[config.mk]
export PLATFORM = sky130hd
export DESIGN_NAME = register_file
export DESIGN_NICKNAME = d
export VERILOG_FILES = /design/src/rtl/register_file.sv
export SDC_FILE = /design/constraint.sdc
export NUM_CORES = 2
export LEC_CHECK = 0
export ABC_CLOCK_PERIOD_IN_PS = 4100
export BUFFER_PORTS_ARGS = -buffer_cell sky130_fd_sc_hd__buf_4
export CAP_MARGIN = 20
export CORE_UTILIZATION = 55
export CTS_BUF_LIST = sky130_fd_sc_hd__clkbuf_8
export CTS_CLUSTER_DIAMETER = 30
export DETAILED_ROUTE_END_ITERATION = 12
export PLACE_DENSITY = 0.71
export SETUP_SLACK_MARGIN = 0.05
export SLEW_MARGIN = 20
export SYNTH_ARGS = -nofsm -noshare
export SYNTH_HDL_FRONTEND = slang
export SYNTH_SLANG_ARGS = --single-unit
[constraint.sdc]
create_clock -name clk -period 4.1 [get_ports clk]
set_input_delay 0.205 -clock clk [delete_from_list [all_inputs] [get_ports clk]]
set_output_delay 0.205 -clock clk [all_outputs]
set_load 0.03 [all_outputs]
[src/rtl/register_file.sv]
// Architectural register file with ROB rename tags: dispatch tags destinations,
// in-order commit retires values, and operand queries see a same-cycle commit bypass.
module register_file #(
  parameter int NUM_REGS  = 32,
  parameter int TAG_WIDTH = 5
) (
  input  logic                 clk,
  input  logic                 rst,
  input  logic                 flush,
  input  logic                 rename_en,
  input  logic [4:0]           rename_regid,
  input  logic [TAG_WIDTH-1:0] rename_vregid,
  input  logic                 commit_en,
  input  logic [4:0]           commit_regid,
  input  logic [TAG_WIDTH-1:0] commit_vregid,
  input  logic [31:0]          commit_val,
  input  logic [4:0]           query_regid1,
  input  logic [4:0]           query_regid2,
  output logic                 query_busy1,
  output logic [TAG_WIDTH-1:0] query_vregid1,
  output logic [31:0]          query_val1,
  output logic                 query_busy2,
  output logic [TAG_WIDTH-1:0] query_vregid2,
  output logic [31:0]          query_val2
);

  typedef struct packed {
    logic                 busy;
    logic [TAG_WIDTH-1:0] tag;
    logic [31:0]          val;
  } query_t;

  logic [31:0]          val_q [NUM_REGS];
  logic [31:0]          val_d [NUM_REGS];
  logic [TAG_WIDTH-1:0] tag_q [NUM_REGS];
  logic [TAG_WIDTH-1:0] tag_d [NUM_REGS];
  logic [NUM_REGS-1:0]  busy_q;
  logic [NUM_REGS-1:0]  busy_d;

  logic   rename_live;
  query_t query1;
  query_t query2;

  assign rename_live = rename_en && !flush;

  // x0 is never written, so it keeps its reset value of zero forever.
  always_comb begin
    val_d  = val_q;
    tag_d  = tag_q;
    busy_d = busy_q;
    for (int i = 1; i < NUM_REGS; i++) begin
      if (commit_en && commit_regid == 5'(i)) begin
        val_d[i] = commit_val;
        if (busy_q[i] && tag_q[i] == commit_vregid) begin
          busy_d[i] = 1'b0;
        end
      end
      if (rename_live && rename_regid == 5'(i)) begin
        busy_d[i] = 1'b1;
        tag_d[i]  = rename_vregid;
      end
    end
    if (flush) begin
      busy_d = '0;
    end
  end

  always_ff @(posedge clk) begin
    if (rst) begin
      for (int i = 0; i < NUM_REGS; i++) begin
        val_q[i] <= '0;
        tag_q[i] <= '0;
      end
      busy_q <= '0;
    end else begin
      val_q  <= val_d;
      tag_q  <= tag_d;
      busy_q <= busy_d;
    end
  end

  // Reads see pre-edge state only; a retiring commit to the awaited tag is forwarded.
  function automatic query_t lookup(input logic [4:0] regid);
    query_t q;
    q = '{busy: 1'b0, tag: '0, val: '0};
    if (regid != 5'd0) begin
      q.tag = tag_q[regid];
      if (commit_en && commit_regid == regid && busy_q[regid] &&
          tag_q[regid] == commit_vregid) begin
        q.busy = 1'b0;
        q.val  = commit_val;
      end else begin
        q.busy = busy_q[regid];
        q.val  = val_q[regid];
      end
    end
    return q;
  endfunction

  always_comb begin
    query1 = lookup(query_regid1);
    query2 = lookup(query_regid2);
  end

  assign query_busy1   = query1.busy;
  assign query_vregid1 = query1.tag;
  assign query_val1    = query1.val;
  assign query_busy2   = query2.busy;
  assign query_vregid2 = query2.tag;
  assign query_val2    = query2.val;

endmodule

==> results.txt <==
----------------------------------------------------
[Synth]
  Synth Instances ... 7001
  Number of warning messages in the yosys log ... 0
  Cell Area, Synth ... 62900 um2
  Number of enable-type register cells in the synthesized netlist ... 0
  Seq cells post-synth ... 1178
  Proportion of synthesized chip area in sequential cells ... 0.375
  Count of cell types in the netlist ... 61
  Adder-cell area share of the yosys netlist ... 0
  Xor/xnor cell area share of the yosys netlist ... 0.0234
  Main flop type after synthesis ... sky130_fd_sc_hd__dfxtp_1
  Share of the synthesized area in compound gates (AO/OA/AOI/OAI) ... 0.106
  Proportion of synthesized area in mux cells ... 0.279
  Avg Synthesized Cell Area ... 8.98 um2
  Share of synthesized cell area in and, or, nand and nor gates ... 0.171
  Net count after synthesis ... 7068
  Largest family of logic cells by synthesized area ... multiplexers
  Share of synthesized registers carrying an async set or reset ... 0

[Worst hold path]
  Worst Hold Path Cells ... 5
  Startpoint of the worst hold path ... commit_vregid[4]
  Worst-case hold path end point ... busy_q[10]
  Class of the tightest hold or removal check ... input pin to flip-flop

[Floorplan]
  Starting utilization of the core area ... 0.557
  Full die area ... 116000 um2
  Die H ... 340 um
  Core box area ... 113000 um2
  Die width ... 340 um
  Number of placed I/O pins ... 143
  Number of placement rows ... 123

[Critical path]
  RR Startpoint ... tag_q[144]
  R2R depth ... 5
  Worst path required time ... 3.89 ns
  Kind of cell adding the most delay to the critical path ... multiplexers
  Critical-path cell list ... mux4_2, mux2_4, a22o_4, or3_1, a211oi_2, nand4b_4, buf_12, buf_6, mux2_4, buf_6
  Master of the slowest instance on the critical path ... sky130_fd_sc_hd__mux4_2
  Maximum fanout encountered on the critical timing path ... 7
  Kind of capture point of the worst setup path ... primary output
  Number of cells on the critical path ... 10
  Critical path's largest stage delay ... 0.50 ns
  Startpoint types ... flip-flop
  Critical path class ... flip-flop to primary output
  Arrival time of the worst setup path ... 4.00 ns
  CP Buf/Inv Count ... 3
  Flop2flop setup slack ... 2.70 ns
  Critical register-to-register path endpoint ... busy_q[3]

[STA]
  Fin crit period ... 4.21 ns
  Transition time at the pin with the least slew margin ... 1.29 ns
  Final Worst Setup Slack ... -0.105 ns
  Setup clock skew after layout ... 0.0605 ns
  Unrepaired setup endpoints after global routing ... yes
  Final cycle utilization of the critical path ... 1.03
  Worst hold margin ... 0.107 ns
  Number of failing hold endpoints at the final stage ... 0
  Final total negative setup slack ... -2.94 ns
  Worst-case headroom to the max-slew limit ... 0.138
  Max-slew violations ... 0
  Finish-stage setup viols ... 32
  Top achievable clock speed ... 238 MHz

[GRT]
  Global-route wire length before repair ... 359000 um
  Total track usage ... 0.415
  Vias in the first global route ... 56400
  Number of antenna violations at the first check in global routing ... 15
  Global route overflow ... 0
  Largest net degree at the start of global routing ... 191

[Clock network]
  Root Buffer Master ... sky130_fd_sc_hd__clkbuf_8
  Num Clock Sinks ... 1178
  Clock slew at the register clock pins of the worst setup and hold paths ... 0.06 ns
  TritonCTS clock tree ... built
  Clock Tree Buf Depth ... 4
  TritonCTS Buffers ... 279
  Clock latency at the later pin of the worst-skew pair ... 0.98 ns
  Number of H-tree branching levels ... 5

[Placement]
  Routability cong. ... 1.00
  Placed cell count ... 8074
  Quantity of I/O buffers inserted on ports ... 142
  Setup slack at placement ... 0.414 ns
  Dpl hpwl ... 140000 um

[Final layout]
  Proportion of layout cells with a drive suffix above 1 ... 0.221
  Top library cells by usage in the layout, fill and taps aside ... sky130_fd_sc_hd__nand2_1, sky130_fd_sc_hd__dfxtp_1, sky130_fd_sc_hd__a21oi_1
  Fillers ... 8872
  NumNets Final ... 6992
  Relative area change from synthesis to final layout ... 14.7%
  Seq. cell area ... 23600 um2
  Most common cell after layout, fill and taps aside ... sky130_fd_sc_hd__nand2_1
  Non-filler instance count after layout ... 8635
  Total area of multi-input combinational cells ... 36800 um2

[Detailed routing]
  Final Routed Wirelength ... 245000 um
  Drt first pass iters ... 7
  Vias after detailed routing ... 58700
  Number of DRC markers after the initial detailed-route iteration ... 9475
  Vias/cell ... 6.80
  Final routed DRC violation total ... 0
  Average wire per cell in the routed design ... 28.4 um
  Antenna Nets Post-Route ... 0

[Power and ir drop]
  Power per Cell Area ... 408 nW/um2
  Leakage power ... 0.0248 uW
  Worst ir drop on vdd ... 0.371 mV
  Total power draw ... 29500 uW

[Job]
  # Max-Cap Violations ... 0

[Status]
  Violations in the final reports ... setup timing
  Result of the run ... finished, violations left

----------------------------------------------------
-- cell usage after synthesis (all sizes together), types with 10 or more instances --
master | count | area share
a21oi | 1078 | 0.086
a221oi | 16 | 0.0022
a22o | 39 | 0.0054
buf | 126 | 0.0093
clkbuf | 592 | 0.035
dfxtp | 1178 | 0.38
inv | 10 | 0.00060
mux2 | 120 | 0.023
mux2i | 208 | 0.033
mux4 | 622 | 0.22
nand2 | 2131 | 0.13
nand2b | 20 | 0.0020
nand3 | 89 | 0.0071
nand4 | 25 | 0.0025
nor2 | 367 | 0.022
nor2b | 25 | 0.0025
nor3 | 28 | 0.0022
o21ai | 36 | 0.0029
o41ai | 17 | 0.0024
xnor2 | 82 | 0.011
xor2 | 86 | 0.012
-- cells by family after synthesis --
kind of cell / after synthesis
AOI/OAI and AO/OA: 1247
DFF: 1178
muxes: 950
buffers and inverters: 729
and+or+nand+nor: 2729
xor gates and xnor gates: 168
-- area by class of cell --
class,instances,share of cell area
clock inverter,152,0.0231
inverter,11,0.000642
timing repair buffer,361,0.0488
clock buffer,331,0.0632
tap,1500,0.0260
antenna,8,0.000278
multi-input combinational,5094,0.511
sequential,1178,0.327
-- metal layers --
layer  routed length [um]  up-vias  GRT usage
met5                  128        -          0
met4                19600       18      0.296
met3                39000     1355      0.144
met2               104000     5163      0.603
met1                82200    27900      0.514
li1                     -    24300          -
-- how the worst max path moves through the flow --
stage                     from        endpoint  slack, ns
6_report             tag_q[85]   query_val1[1]      -0.11
5_1_grt              tag_q[80]  query_val1[30]      -0.12
4_1_cts              tag_q[85]   query_val1[1]      -0.09
3_5_place_dp   query_regid2[1]  query_val2[16]       0.41
3_3_place_gp   query_regid2[0]  query_val2[27]       0.37
2_1_floorplan  query_regid2[0]  query_val2[10]       0.91
-- through the flow --
| step | utilization | cell area (um2) |
|---|---|---|
| detailed placement | 0.574 | 64900 |
| finish | 0.638 | 72100 |
| global placement | 0.574 | 64900 |
| CTS | 0.637 | 72000 |
| floorplan | - | 62900 |
| global route | 0.638 | 72100 |
-- worst register-to-register path: stages (launching register included) --
cell and delay [ns]:
sky130_fd_sc_hd__dfxtp_1 0.47, sky130_fd_sc_hd__xor2_1 0.11, sky130_fd_sc_hd__nor4_1 0.36, sky130_fd_sc_hd__nand3_1 0.12
sky130_fd_sc_hd__a21oi_1 0.15, sky130_fd_sc_hd__nor2_1 0.05
-- flip-flops by register name, indices dropped and copies added (netlist names) --
name,flops
busy_q,31
tag_q,155
val_q,992
-- where the power goes --
part,internal [uW],leakage [uW],total (uW),switching [uW]
combinational,794,0.0120,2500,1710
sequential,11500,0.00950,11600,64.4
clock,9520,0.00330,15400,5840
-- what timing repair did --
| action | in CTS | in global routing |
|---|---|---|
| cloned | 1 | 2 |
| setup endpoints to repair | 66 | 66 |
| setup buffers | 7 | 0 |
| hold endpoints to repair | 1166 | 0 |
| resized for setup | 52 | 14 |
| pin swaps | 4 | 5 |
| hold buffers | 60 | 0 |
No activity file was read; power rests on OpenSTA's default activity.
